### config.mk
export PLATFORM = sky130hd
export DESIGN_NAME = instr_fetch_unit_flat
export DESIGN_NICKNAME = d
export VERILOG_FILES = /design/src/rtl/instr_fetch_unit_if.sv /design/src/rtl/instr_fetch_unit.sv /design/src/flat_wrapper.sv
export SDC_FILE = /design/constraint.sdc
export NUM_CORES = 1
export LEC_CHECK = 0
export BUFFER_PORTS_ARGS = -buffer_cell sky130_fd_sc_hd__buf_2
export CORE_ASPECT_RATIO = 0.7
export CORE_MARGIN = 1
export CORE_UTILIZATION = 52
export CTS_CLUSTER_SIZE = 12
export DETAILED_ROUTE_END_ITERATION = 6
export GPL_TIMING_DRIVEN = 0
export PLACE_DENSITY = 0.84
export SKIP_LAST_GASP = 1
export SYNTH_ARGS = -nofsm -noshare
export SYNTH_HDL_FRONTEND = slang
export SYNTH_SLANG_ARGS = --single-unit
### constraint.sdc
create_clock -name clk_i -period 3.9 [get_ports clk_i]
set_input_delay 0.39 -clock clk_i [delete_from_list [all_inputs] [get_ports clk_i]]
set_output_delay 0.39 -clock clk_i [all_outputs]
set_load 0.01 [all_outputs]
### src/rtl/instr_fetch_unit_if.sv
// rtl/instr_fetch_unit_if.sv - instruction memory req/gnt/rvalid bus
`timescale 1ns/1ps
interface instr_fetch_unit_if;
    logic        imem_req_o;
    logic [31:0] imem_addr_o32;
    logic        imem_gnt_i;
    logic        imem_rvalid_i;
    logic [31:0] imem_rdata_i32;

    modport master (
        output imem_req_o,
        output imem_addr_o32,
        input  imem_gnt_i,
        input  imem_rvalid_i,
        input  imem_rdata_i32
    );

    modport slave (
        input  imem_req_o,
        input  imem_addr_o32,
        output imem_gnt_i,
        output imem_rvalid_i,
        output imem_rdata_i32
    );
endinterface

### src/rtl/instr_fetch_unit.sv
// rtl/instr_fetch_unit.sv - PC owner and single-outstanding instruction fetch FSM
// Optional FETCH_PERF_CNT_EN adds retired/stall cycle counters.
`timescale 1ns/1ps
module instr_fetch_unit #(
    parameter logic [31:0] RESET_PC = 32'h0000_0000
) (
    input  logic                clk_i,
    input  logic                rst_n_i,
    instr_fetch_unit_if.master  imem,
    output logic                instr_valid_o,
    output logic [31:0]         instr_o32,
    output logic [5:0]          op_o6,
    output logic [5:0]          funct_o6,
    input  logic                stall_i,
    input  logic                pc_src_i,
    input  logic                jump_i,
    output logic [31:0]         pc_o32,
    output logic [31:0]         pc_plus4_o32
`ifdef FETCH_PERF_CNT_EN
    ,
    output logic [31:0]         retired_cnt_o32,
    output logic [31:0]         stall_cnt_o32
`endif
);

    typedef enum logic [1:0] {
        IDLE  = 2'd0,
        REQ   = 2'd1,
        WAIT  = 2'd2,
        ISSUE = 2'd3
    } state_t;

    state_t      state;
    state_t      state_nxt;
    logic        req;
    logic        accept;
    logic        retire;
    logic [31:0] pc;
    logic [31:0] instr;
    logic        instr_valid;
    logic [31:0] pc_plus4;
    logic [31:0] branch_off;
    logic [31:0] next_pc;

    always_ff @(posedge clk_i) begin
        if (!rst_n_i) begin
            state <= IDLE;
        end else begin
            state <= state_nxt;
        end
    end

    // accept marks the single edge on which rdata is captured; any other rvalid is ignored
    always_comb begin
        state_nxt = state;
        req       = 1'b0;
        accept    = 1'b0;
        retire    = 1'b0;
        case (state)
            IDLE: state_nxt = REQ;
            REQ: begin
                req = 1'b1;
                if (imem.imem_gnt_i) begin
                    if (imem.imem_rvalid_i) begin
                        accept    = 1'b1;
                        state_nxt = ISSUE;
                    end else begin
                        state_nxt = WAIT;
                    end
                end
            end
            WAIT: begin
                if (imem.imem_rvalid_i) begin
                    accept    = 1'b1;
                    state_nxt = ISSUE;
                end
            end
            ISSUE: begin
                if (!stall_i) begin
                    retire    = 1'b1;
                    state_nxt = REQ;
                end
            end
            default: state_nxt = IDLE;
        endcase
    end

    assign pc_plus4   = pc + 32'd4;
    assign branch_off = {{14{instr[15]}}, instr[15:0], 2'b00};

    always_comb begin
        next_pc = pc_plus4;
        if (jump_i) begin
            next_pc = {pc_plus4[31:28], instr[25:0], 2'b00};
        end else if (pc_src_i) begin
            next_pc = pc_plus4 + branch_off;
        end
    end

    always_ff @(posedge clk_i) begin
        if (!rst_n_i) begin
            pc          <= RESET_PC;
            instr       <= 32'd0;
            instr_valid <= 1'b0;
        end else begin
            if (accept) begin
                instr <= imem.imem_rdata_i32;
            end
            if (retire) begin
                pc <= next_pc;
            end
            instr_valid <= (state_nxt == ISSUE);
        end
    end

`ifdef FETCH_PERF_CNT_EN
    always_ff @(posedge clk_i) begin
        if (!rst_n_i) begin
            retired_cnt_o32 <= 32'd0;
            stall_cnt_o32   <= 32'd0;
        end else begin
            if (retire) begin
                retired_cnt_o32 <= retired_cnt_o32 + 32'd1;
            end
            if (state == ISSUE && stall_i) begin
                stall_cnt_o32 <= stall_cnt_o32 + 32'd1;
            end
        end
    end
`endif

    assign imem.imem_req_o    = req;
    assign imem.imem_addr_o32 = pc;
    assign instr_valid_o      = instr_valid;
    assign instr_o32          = instr;
    assign op_o6              = instr[31:26];
    assign funct_o6           = instr[5:0];
    assign pc_o32             = pc;
    assign pc_plus4_o32       = pc_plus4;

endmodule

### src/flat_wrapper.sv
// flat-port wrapper written by rule: the top's interface ports become plain ports
module instr_fetch_unit_flat 
#(
    parameter logic [31:0] RESET_PC = 32'h0000_0000
)
  (clk_i, rst_n_i, instr_valid_o, instr_o32, op_o6, funct_o6, stall_i, pc_src_i, jump_i, pc_o32, pc_plus4_o32, imem_imem_req_o, imem_imem_addr_o32, imem_imem_gnt_i, imem_imem_rvalid_i, imem_imem_rdata_i32);
  instr_fetch_unit_if imem_i ();
  input  logic clk_i;
  input  logic rst_n_i;
  output logic instr_valid_o;
  output logic [31:0] instr_o32;
  output logic [5:0] op_o6;
  output logic [5:0] funct_o6;
  input  logic stall_i;
  input  logic pc_src_i;
  input  logic jump_i;
  output logic [31:0] pc_o32;
  output logic [31:0] pc_plus4_o32;
  output wire logic [$bits(imem_i.imem_req_o)-1:0] imem_imem_req_o;
  output wire logic [$bits(imem_i.imem_addr_o32)-1:0] imem_imem_addr_o32;
  input wire logic [$bits(imem_i.imem_gnt_i)-1:0] imem_imem_gnt_i;
  input wire logic [$bits(imem_i.imem_rvalid_i)-1:0] imem_imem_rvalid_i;
  input wire logic [$bits(imem_i.imem_rdata_i32)-1:0] imem_imem_rdata_i32;
  assign imem_imem_req_o = imem_i.imem_req_o;
  assign imem_imem_addr_o32 = imem_i.imem_addr_o32;
  assign imem_i.imem_gnt_i = imem_imem_gnt_i;
  assign imem_i.imem_rvalid_i = imem_imem_rvalid_i;
  assign imem_i.imem_rdata_i32 = imem_imem_rdata_i32;
  instr_fetch_unit #(.RESET_PC(RESET_PC)) u_core (.clk_i(clk_i), .rst_n_i(rst_n_i), .imem(imem_i), .instr_valid_o(instr_valid_o), .instr_o32(instr_o32), .op_o6(op_o6), .funct_o6(funct_o6), .stall_i(stall_i), .pc_src_i(pc_src_i), .jump_i(jump_i), .pc_o32(pc_o32), .pc_plus4_o32(pc_plus4_o32));
endmodule
==> results.txt <==
drt drc: 4
CP Capture Type: register
CP max-delay cell: dfxtp_2
worst-margin pin slew: 1060 ps
Clk pwr share: 49.4%
clock buffer count from CTS: 9
number of global-route vias before repair: 5,445
Core Rows: 31
critical path depth: 14
H-tree levels: 3
DR vias: 6,330
Switching Fraction: 27.5%
n_diodes: 0
Layout area overhead: 28.9%
slowest stage delay, CP: 410 ps
Synth Area in Compound Gates: 24.9%
Sw Pwr: 0.475 mW
initial antenna violation count: 0
Post-synth top flop: dfxtp_1
Power Internal: 1.25 mW
Tot GR Track Use: 33.3%
share of layout cells above drive strength 1: 32.3%
Fin. Hold Viols: 0
Hold Buf Count CTS: 0
final setup fails: 1
post-synthesis sequential area ratio: 23.5%
mux cell area share after synthesis: 1.27%
Area contributors post-synth: dfxtp_1 23%, ha_1 9.3%, nand2_1 7.9%
hold path depth: 3
combinational share of power: 10.8%
Final nets: 1,014
Yosys cell types: 70
cell depth of the worst flop-to-flop path: 14
Clock Path Buffers: 2
die area: 0.0111 mm2
P_leak: 3.71 nW
largest net degree at the start of global routing: 25
number of synthesized register bits: 65
worst ir drop on vdd: 327 uV
post-route ant nets: 0
drt pass-1 iters: 7
WL/cell: 17.6 um
Hold Path Class: in -> reg
ys async rst share: 0%
GRT overflow: 0
PD cells: 242 mW/mm2
Req. time, crit path: 4160 ps
Vias/cell: 5.92
Synth Area in XOR/XNOR: 7.28%
Setup CP Type: reg -> reg
fin crit period: 3910 ps
Synth top area share: 23.5%
setup ws final: -9.59 ps
largest family of logic cells by synthesized area: compound AO/OA/AOI/OAI gates
part of the power in registers: 39.8%
clk_lat worst skew: 330 ps
final std cells w/o fill: 1,070
WP data arrival: 4170 ps
DIE WIDTH: 125 um
WL final: 18.8 mm
drt initial violations: 851
core area: 0.0104 mm2
Slew HR: 29.4%
Reg clk slew, reported paths: 70 ps
first-pass GRT wire length: 29.0 mm
Post-Syn Area per Cell: 7.51 um2
CTS Root Cell: clkbuf_16
top-count cell post-synth: nand2_1
Synth Cell Area: 0.00554 mm2
Die H: 88.3 um
status: finished with violations
Achievable Freq: 0.256 GHz
fill count: 843
Worst Skew: 9.74 ps
unrepaired setup endpoints after global routing: yes
Max Cap Viol: 0
WP buf/inv: 0
largest area contributor in the netlist: dfxtp_1
Post-Synth Adder-Cell Area: 9.62%
most used cell, CP: mux2i_1
Post-Synthesis Cells: 737
failing checks: DRC, setup timing
yosys warns: 0
Port Buffers: 173
Tcrit/Tclk final: 100%
Post-DP Area: 0.00659 mm2
clock tree sinks: 65
Starting Density: 53.5%
count of boundary I/O pins: 181
post-DP HPWL: 14.1 mm
area of the multi-input gates: 0.00384 mm2
CTS tree: built
GP Congestion: 0.970
cell area after layout: 0.00714 mm2
placed cell count: 1,047
CP max FO: 8
register area: 0.00132 mm2
startpoint types: register
CP delay by family, top: simple AND/OR/NAND/NOR gates
Synth Area in Simple Gates: 22.9%
CP Cell Sequence: and4_4 > nand4_4 > nor4b_4 > nand3_1 > xnor2_2 > ha_2 > a21o_1 > a21o_1 > a21oi_1 > o21ai_0 > a22oi_1 > mux2i_1 > mux2i_1 > mux2i_1
EDFF count, synth: 0
Max Slew Vio Count: 0
Post-synth top cells: 116 x nand2_1, 85 x a21oi_1, 65 x dfxtp_1
-- power by group through the flow --
stage	sequential, mW	clock [mW]	combinational, mW
after floorplan	0.703	0	0.108
after global placement	0.703	0	0.177
after detailed placement	0.703	0	0.179
after CTS	0.688	0.850	0.181
after global routing	0.690	0.879	0.204
final	0.688	0.853	0.187
-- placed cells by master, fill, tap and decap left out, drive strengths merged, types with 16 or more instances in the layout --
cell,instances
a21o,22
o21ai,37
buf,235
ha,41
clkbuf,38
a21oi,85
dfxtp,65
nor2,48
inv,16
nand3,30
nand2,116
xnor2,31
-- flip-flops by register name, indices dropped and copies added, names as in the netlist --
name,count
u_core.instr_o32,32
u_core.instr_valid_o,1
u_core.imem.imem_addr_o32,30
u_core.state,2
-- layer usage --
metal | track usage (%) | vias up | share of wire (%)
met5 | 0 | - | 0
met4 | 6.98 | 0 | 1.3
met1 | 47.1 | 2889 | 43
met3 | 10.6 | 36 | 14
li1 | - | 2977 | -
met2 | 49.5 | 428 | 42
-- logic make-up after synthesis --
logic type / Yosys count
adders and majority gates: 42
and+or+nand+nor: 262
DFF: 65
AOI/OAI and AO/OA: 217
muxes: 7
xor gates and xnor gates: 46
other: 1
buffers and inverters: 97
-- final timing paths --
check	from	end	slack (ps)
max	u_core.imem.imem_addr_o32[7]	u_core.imem.imem_addr_o32[31]	-10
min	imem_imem_rdata_i32[1]	u_core.instr_o32[1]	290
max reg2reg	u_core.imem.imem_addr_o32[7]	u_core.imem.imem_addr_o32[31]	-10
min reg2reg	u_core.instr_o32[26]	u_core.instr_o32[26]	480
-- final cells by class --
| class | instances | share of cell area (%) |
|---|---|---|
| buffer | 82 | 7.29 |
| sequential | 65 | 18.4 |
| inverter | 13 | 0.684 |
| clock inverter | 7 | 1.17 |
| clock buffer | 9 | 3.16 |
| timing repair buffer | 182 | 13.1 |
| tap | 132 | 2.31 |
| multi-input combinational | 580 | 53.9 |
-- worst reg2reg max path, cell delays in order (launching register included) --
cell and delay, ps:
dfxtp_2 410, and4_4 280, nand4_4 180, nor4b_4 370
nand3_1 170, xnor2_2 280, ha_2 370, a21o_1 190
a21o_1 170, a21oi_1 200, o21ai_0 130, a22oi_1 260
mux2i_1 360, mux2i_1 280, mux2i_1 200
-- what timing repair did --
action                     CTS  global route
resized for setup           14            28
pin swaps                    6             5
setup endpoints to repair    6             9
setup buffers                7             2
-- stage by stage --
stage          setup slack (ps)  power, mW  hold slack [ps]  utilization, %  TNS [ps]
6_report                  -9.59       1.73              290            68.9     -9.59
5_1_grt                   -98.7       1.77              292            68.9      -177
4_1_cts                    12.7       1.72              290            67.5         0
3_5_place_dp               -397      0.882              468            63.6      -735
3_3_place_gp               -427      0.880              462            63.6      -814
2_1_floorplan               200      0.811              488               -         0
(Power assumes the default switching activity.)
